### config.mk
export PLATFORM = sky130hd
export DESIGN_NAME = bg_image_writer_flat
export DESIGN_NICKNAME = d
export VERILOG_FILES = /design/src/rtl/bg_image_writer_pkg.sv /design/src/rtl/bg_image_writer_if.sv /design/src/rtl/bg_image_writer.sv /design/src/flat_wrapper.sv
export SDC_FILE = /design/constraint.sdc
export NUM_CORES = 1
export LEC_CHECK = 0
export ABC_AREA = 1
export BUFFER_PORTS_ARGS = -buffer_cell sky130_fd_sc_hd__buf_2
export CORE_ASPECT_RATIO = 1.5
export CORE_MARGIN = 2
export CORE_UTILIZATION = 55
export DETAILED_ROUTE_END_ITERATION = 10
export PLACE_DENSITY_LB_ADDON = 0.2
export SLEW_MARGIN = 20
export SYNTH_ARGS = -nofsm -noshare
export SYNTH_HDL_FRONTEND = slang
export SYNTH_SLANG_ARGS = --single-unit
### constraint.sdc
create_clock -name clk -period 5.65 [get_ports clk]
set_input_delay 0.565 -clock clk [delete_from_list [all_inputs] [get_ports clk]]
set_output_delay 0.565 -clock clk [all_outputs]
set_load 0.1 [all_outputs]
### src/rtl/bg_image_writer_pkg.sv
// Shared video constants and the background writer state encoding.
// The background reader and the frame memory use the same widths.
package bg_image_writer_pkg;

    localparam int PIXEL_BITS = 12;
    localparam int ADDR_BITS  = 19;
    localparam int COL_BITS   = 10;
    localparam int ROW_BITS   = 9;

    typedef enum logic {
        IDLE  = 1'b0,
        WRITE = 1'b1
    } wr_state_t;

endpackage

### src/rtl/bg_image_writer_if.sv
// Pixel stream in, frame-memory write port out.
// The slave modport is the writer's view; master is the source/memory side.
interface bg_image_writer_if
    import bg_image_writer_pkg::*;
#(
    parameter int AW = ADDR_BITS,
    parameter int PW = PIXEL_BITS
);

    logic          pix_valid;
    logic [PW-1:0] pix_data;
    logic          pix_ready;
    logic          we;
    logic [AW-1:0] waddr;
    logic [PW-1:0] wdata;

    modport master (
        output pix_valid, pix_data,
        input  pix_ready, we, waddr, wdata
    );

    modport slave (
        input  pix_valid, pix_data,
        output pix_ready, we, waddr, wdata
    );

endinterface

### src/rtl/bg_image_writer.sv
// Streams one pixel per accepted beat into frame memory in row-major order
// starting at a latched base address; pulses done after the last write.
module bg_image_writer
    import bg_image_writer_pkg::*;
#(
    parameter int memory_depth_base = ADDR_BITS,
    parameter int pixel_bits        = PIXEL_BITS
) (
    input  logic                         clk,
    input  logic                         rst_n,
    input  logic                         start,
    input  logic [COL_BITS-1:0]          width,
    input  logic [ROW_BITS-1:0]          height,
    input  logic [memory_depth_base-1:0] memory_start_addr,
    output logic                         busy,
    output logic                         done,
    bg_image_writer_if.slave             bus
);

    wr_state_t state, state_next;

    logic [COL_BITS-1:0]          width_q;
    logic [ROW_BITS-1:0]          height_q;
    logic [memory_depth_base-1:0] base_q;
    logic [COL_BITS-1:0]          col;
    logic [ROW_BITS-1:0]          row;
    logic [memory_depth_base-1:0] offset;
    logic                         we_q;
    logic [memory_depth_base-1:0] waddr_q;
    logic [pixel_bits-1:0]        wdata_q;

    logic transfer;
    logic col_last;
    logic last_beat;
    logic zero_size;

    assign transfer  = (state == WRITE) && bus.pix_valid;
    assign col_last  = (col == width_q - COL_BITS'(1));
    assign last_beat = transfer && col_last && (row == height_q - ROW_BITS'(1));
    assign zero_size = (width == '0) || (height == '0);

    assign bus.pix_ready = (state == WRITE);
    assign busy          = (state == WRITE);
    assign bus.we        = we_q;
    assign bus.waddr     = waddr_q;
    assign bus.wdata     = wdata_q;

    always_ff @(posedge clk) begin
        if (!rst_n) begin
            state <= IDLE;
        end else begin
            state <= state_next;
        end
    end

    always_comb begin
        state_next = state;
        case (state)
            IDLE:    if (start && !zero_size) state_next = WRITE;
            WRITE:   if (last_beat)           state_next = IDLE;
            default: state_next = IDLE;
        endcase
    end

    // Geometry is latched only in IDLE so a start during a load cannot disturb it.
    always_ff @(posedge clk) begin
        if (!rst_n) begin
            width_q  <= '0;
            height_q <= '0;
            base_q   <= '0;
            col      <= '0;
            row      <= '0;
            offset   <= '0;
            we_q     <= 1'b0;
            waddr_q  <= '0;
            wdata_q  <= '0;
            done     <= 1'b0;
        end else begin
            we_q <= 1'b0;
            done <= 1'b0;
            if (state == IDLE && start) begin
                width_q  <= width;
                height_q <= height;
                base_q   <= memory_start_addr;
                col      <= '0;
                row      <= '0;
                offset   <= '0;
                done     <= zero_size;
            end
            if (transfer) begin
                we_q    <= 1'b1;
                wdata_q <= bus.pix_data;
                waddr_q <= base_q + offset;
                offset  <= offset + memory_depth_base'(1);
                if (col_last) begin
                    col <= '0;
                    row <= row + ROW_BITS'(1);
                end else begin
                    col <= col + COL_BITS'(1);
                end
                done <= last_beat;
            end
        end
    end

endmodule
### src/flat_wrapper.sv
// flat-port wrapper written by rule: the top's interface ports become plain ports
module bg_image_writer_flat import bg_image_writer_pkg::*;
#(
    parameter int memory_depth_base = ADDR_BITS,
    parameter int pixel_bits        = PIXEL_BITS
)
  (clk, rst_n, start, width, height, memory_start_addr, busy, done, bus_pix_valid, bus_pix_data, bus_pix_ready, bus_we, bus_waddr, bus_wdata);
  bg_image_writer_if bus_i ();
  input  logic clk;
  input  logic rst_n;
  input  logic start;
  input  logic [COL_BITS-1:0] width;
  input  logic [ROW_BITS-1:0] height;
  input  logic [memory_depth_base-1:0] memory_start_addr;
  output logic busy;
  output logic done;
  input wire logic [$bits(bus_i.pix_valid)-1:0] bus_pix_valid;
  input wire logic [$bits(bus_i.pix_data)-1:0] bus_pix_data;
  output wire logic [$bits(bus_i.pix_ready)-1:0] bus_pix_ready;
  output wire logic [$bits(bus_i.we)-1:0] bus_we;
  output wire logic [$bits(bus_i.waddr)-1:0] bus_waddr;
  output wire logic [$bits(bus_i.wdata)-1:0] bus_wdata;
  assign bus_i.pix_valid = bus_pix_valid;
  assign bus_i.pix_data = bus_pix_data;
  assign bus_pix_ready = bus_i.pix_ready;
  assign bus_we = bus_i.we;
  assign bus_waddr = bus_i.waddr;
  assign bus_wdata = bus_i.wdata;
  bg_image_writer #(.memory_depth_base(memory_depth_base), .pixel_bits(pixel_bits)) u_core (.clk(clk), .rst_n(rst_n), .start(start), .width(width), .height(height), .memory_start_addr(memory_start_addr), .busy(busy), .done(done), .bus(bus_i));
endmodule
After elaboration in Yosys (flattened, before gate mapping). Index checks and enable logic that the tools add are counted.

Input bits: 54. Word-level logic and storage cells: 44. Output and inout port bits: 35. Flip-flop bits (word level): 110.

Add/subtract/negate cells: 6. Reductions and logical operators: 10. Eq/ne operators: 2. Muxes and demuxes: 14. Bitwise logic cells: 1.

Operators with widths (count): $mux 19 (2); $mux 10 (3); $mux 9 (3); $add 19x1->19 const B (1); $add 19x19->19 (1); $add 10x1->10 const B (1); $eq 10x10->1 (1); $logic_not 10->1 (1); $sub 10x1->10 const B (1); $add 9x1->9 const B (1); $eq 9x9->1 (1); $logic_not 9->1 (1); $sub 9x1->9 const B (1); $logic_and 1x1->1 (5); $mux 1 (5); $pmux 1 s2 (1); $reduce_bool 2->1 (1); $logic_not 1->1 (1); $logic_or 1x1->1 (1); $not 1->1 (1).

Logic depth before layout (Yosys ltp).
Depth in word-level cells: 6. Gate-level depth with buffers: 16. Depth with buffers taken out: 15.

Worst setup path after synthesis. Ideal clock, no wire load.

Path type: register -> register. From: register u_core.state, in the netlist u_core.bus.pix_ready. To: register u_core.waddr_q[14], in the netlist u_core.bus.waddr[14]. Library setup time: 0.134 ns. Period minus slack after synthesis: 2.246 ns. Data required time: 5.516 ns. Data arrival time: 2.112 ns. Stages on the path, launching flop included: 6. Buffers on the path: 2. Slack: 3.404 ns. Cell sequence: dfxtp_1 nand2_1 inv_2 clkbuf_1 buf_1 a31oi_1.

Word-level cells in the longest chain between the ends: 1.

Ends and longest elaborated chain: start: declaration (line bg_image_writer.sv:20) `wr_state_t state, state_next;`; start signal: assignment (line bg_image_writer.sv:52) `state <= state_next;`; $logic_and 1x1->1 (line bg_image_writer.sv:37) `assign transfer = (state == WRITE) && bus.pix_valid;`; end signal: assignment (line bg_image_writer.sv:93) `waddr_q <= base_q + offset;`; end: declaration (line bg_image_writer.sv:29) `logic [memory_depth_base-1:0] waddr_q;`.

No other way between the ends. A chain may end at the register's enable or synchronous reset.

Worst setup path after layout.
From: register u_core.offset[0]. To: register u_core.waddr_q[12], in the netlist u_core.bus.waddr[12].

Word-level cells in the longest chain between the ends: 1.

Ends and longest elaborated chain: start: declaration (line bg_image_writer.sv:27) `logic [memory_depth_base-1:0] offset;`; start signal: assignment (line bg_image_writer.sv:94) `offset <= offset + memory_depth_base'(1);`; $add 19x19->19 (line bg_image_writer.sv:93).

No other way between the ends.

==> results.py <==
metrics = {
    "outcome": {
        "status": "complete, no violations",
    },
    "synthesis": {
        "synth_nets": 964,
        "syn_area_sq_mm": 0.00600,
        "ys.flop_type": "dfxtp_1",
        "synth.avg_cell_area_sq_um": 6.77,
        "yosys_warnings": 0,
        "ys_types": 42,
        "synth_edf_count": 0,
        "yosysSeqAreaShare": 0.367,
        "syn_inst": 886,
        "ys_async_sr_fraction": 0,
        "yosys_register_bits": 110,
    },
    "placement": {
        "post-dp-hpwl_mm": 10.5,
        "io_buffers": 88,
        "pre_cts_slack_ns": 3.17,
        "gp_congestion": 0.891,
    },
    "sta": {
        "whs_ns": 0.429,
        "timing.final.crit_period_ns": 2.33,
        "fin_ws_ns": 3.32,
        "hold_viol": 0,
        "finalCritPeriodShare": 0.412,
        "rsz0062_at_grt": "no",
        "drv_slew": 0,
        "setup-tns-final_ns": 0,
        "fmax_mhz": 430,
        "final.setup_skew_ns": 0.00682,
        "relSlewSlack": 0.398,
        "setup_viol": 0,
        "worst_slew_pin_slew_ns": 0.902,
    },
    "clock_tree": {
        "postCtsSetupRepairBufs": 0,
        "clockRootBuffer": "clkbuf_16",
        "hold_buffers": 0,
        "cts_resized": 0,
        "clock_latency_ns": 0.35,
        "cts_inserted_buffers": 9,
        "cts_sinks": 110,
        "htreeDepth": 3,
        "clk_path_buf_depth": 2,
        "clk_pin_slew_ns": 0.07,
        "tritoncts": "yes",
    },
    "setup_path": {
        "cp_cell_sequence": "ha_1 > fa_1 > nand2_1 > nor3_1 > nor2_1 > o21ai_1 > nand3b_1 > nand3_1 > nand3_1 > nand2_1 > inv_1",
        "crit_buf_inv": 1,
        "crit_family": "simple AND/OR/NAND/NOR gates",
        "cp_max_fo": 5,
        "startpoint_type": "flop",
        "crit_type": "reg2reg",
        "critPathArrivalTime_ns": 2.58,
        "cp_slowest_stage_delay_ns": 0.43,
        "cp.required_ns": 5.90,
        "cp_slowest_cell": "dfxtp_1",
        "end_kind": "flop",
    },
    "pwr": {
        "internal-power_w": 0.00127,
        "peakVddDrop_v": 0.000167,
        "total_power_w": 0.00185,
        "seqPwrFrac": 0.456,
        "switchingPower_w": 0.000581,
        "p_clk_frac": 0.344,
        "leakagePower_nw": 3.12,
        "switching_share": 0.314,
        "comb_power_share": 0.200,
        "powerDensity_mw_per_mm2": 271,
    },
    "final_layout": {
        "final_nets": 1037,
        "drive_above_1_share": 0.129,
        "diodes": 0,
        "post-route-util": 0.644,
        "synthToLayoutAreaGrowth_pct": 13.7,
    },
    "floorplanning": {
        "dieWidth_um": 89.3,
        "rows": 46,
        "io_pins": 89,
        "start_util": 0.566,
        "die_area_sq_mm": 0.0118,
        "core_area_sq_mm": 0.0106,
        "die_y_um": 132,
    },
    "detailed_routing": {
        "dr.first_iter.drc_count": 266,
        "wl_met1_mm": 6.05,
        "avgViaCountPerCell": 5.34,
        "antenna_left": 0,
        "dr.pass1.iters": 5,
        "routedWlPerCell_um": 13.3,
        "finalWirelength_mm": 14.7,
        "top_layer_used": "met4",
        "route.met3.wl_um": 648,
        "drcViolationCount": 0,
        "dr_total_vias": 5909,
        "wl_met2_mm": 7.64,
    },
    "grt": {
        "first_global_vias": 5618,
        "grt_pass1_wl_mm": 24.6,
        "track_usage": 0.258,
        "grt_max_degree": 84,
        "gr-total-overflow": 0,
        "antenna_found_initial": 0,
    },
    "hold_path": {
        "hold_path.class": "in2reg",
    },
    "flow_run": {
        "drv_cap": 0,
    },
}
[cell usage in the layout, fill, tap and decap left out, drive strengths merged, types with 3 or more instances in the layout]
| cell | instances |
|---|---|
| a211oi | 4 |
| a21oi | 52 |
| a31oi | 4 |
| buf | 94 |
| clkbuf | 12 |
| dfxtp | 110 |
| ha | 23 |
| inv | 92 |
| nand2 | 164 |
| nand3 | 77 |
| nand3b | 5 |
| nand4 | 6 |
| nor2 | 142 |
| nor3 | 10 |
| nor4 | 7 |
| o211ai | 3 |
| o21ai | 101 |
| o21bai | 3 |
| o22ai | 7 |
| xnor2 | 9 |
| xor2 | 19 |
[registers in the layout, indices dropped and copies added (netlist names)]
signal                flops
u_core.width_q           10
u_core.bus.wdata         12
u_core.done               1
u_core.bus.we             1
u_core.row                9
u_core.col               10
u_core.bus.pix_ready      1
u_core.bus.waddr         19
u_core.base_q            19
u_core.height_q           9
u_core.offset            19
[worst paths after layout]
kind / slack (ns) / cells past startpoint / to / startpoint
worst max-delay path: 3.32 / 11 / u_core.bus.waddr[12] / u_core.offset[0]
worst min-delay path: 0.43 / 3 / u_core.base_q[13] / memory_start_addr[13]
worst max register to register: 3.32 / 11 / u_core.bus.waddr[12] / u_core.offset[0]
worst min register to register: 0.48 / 2 / u_core.bus.wdata[10] / u_core.bus.wdata[10]
[cells in the mapped netlist (6+ instances only)]
library cell / count / area share
a21oi_1: 52 / 0.043
xnor2_1: 9 / 0.013
nor2_1: 136 / 0.085
nor4_1: 7 / 0.0073
o22ai_1: 7 / 0.0073
nand4_1: 6 / 0.0063
nand2_1: 163 / 0.10
xor2_1: 19 / 0.028
o21ai_1: 9 / 0.0075
ha_1: 23 / 0.048
clkbuf_1: 28 / 0.018
dfxtp_1: 110 / 0.37
nand3_1: 76 / 0.063
inv_1: 87 / 0.054
o21ai_0: 91 / 0.076
nor3_1: 10 / 0.0083
[power by group through the flow]
stage               Clock (W)  Combinational, W  Sequential [W]
floorplan                   0          0.000182        0.000964
finish               0.000636          0.000369        0.000843
detailed placement          0          0.000369        0.000860
CTS                  0.000646          0.000371        0.000843
global placement            0          0.000365        0.000860
global route         0.000676          0.000408        0.000847
[stage by stage]
| step | cells | instance area, sq um |
|---|---|---|
| 2_1_floorplan | 886 | 6000 |
| 3_3_place_gp | 1092 | 6530 |
| 3_5_place_dp | 1092 | 6530 |
| 4_1_cts | 1107 | 6820 |
| 5_1_grt | 1107 | 6820 |
| 6_report | 1107 | 6820 |
[per-layer routing]
metal / up-vias / GRT usage
li1: 3074 / -
met1: 2643 / 0.287
met2: 158 / 0.470
met3: 34 / 0.0394
met4: 0 / 0.103
met5: - / 0
[kinds of logic after synthesis]
family          share of synthesized area
compound gates                      0.169
xor+xnor                           0.0409
fa+ha+maj                          0.0513
buf+inv                            0.0807
flops                               0.367
simple gates                        0.291
[layout make-up]
class | instances | area [sq um]
multi-input combinational | 651 | 3310
inverter | 93 | 349
timing repair buffer | 94 | 485
tap | 144 | 180
fill | 1048 | 3770
clock inverter | 3 | 45.0
sequential | 110 | 2200
clock buffer | 12 | 246
[worst min-delay path, stage by stage]
cell and delay [ns]:
buf_2 0.07, nor2_1 0.03, nor2_1 0.08
(Power assumes the default switching activity.)
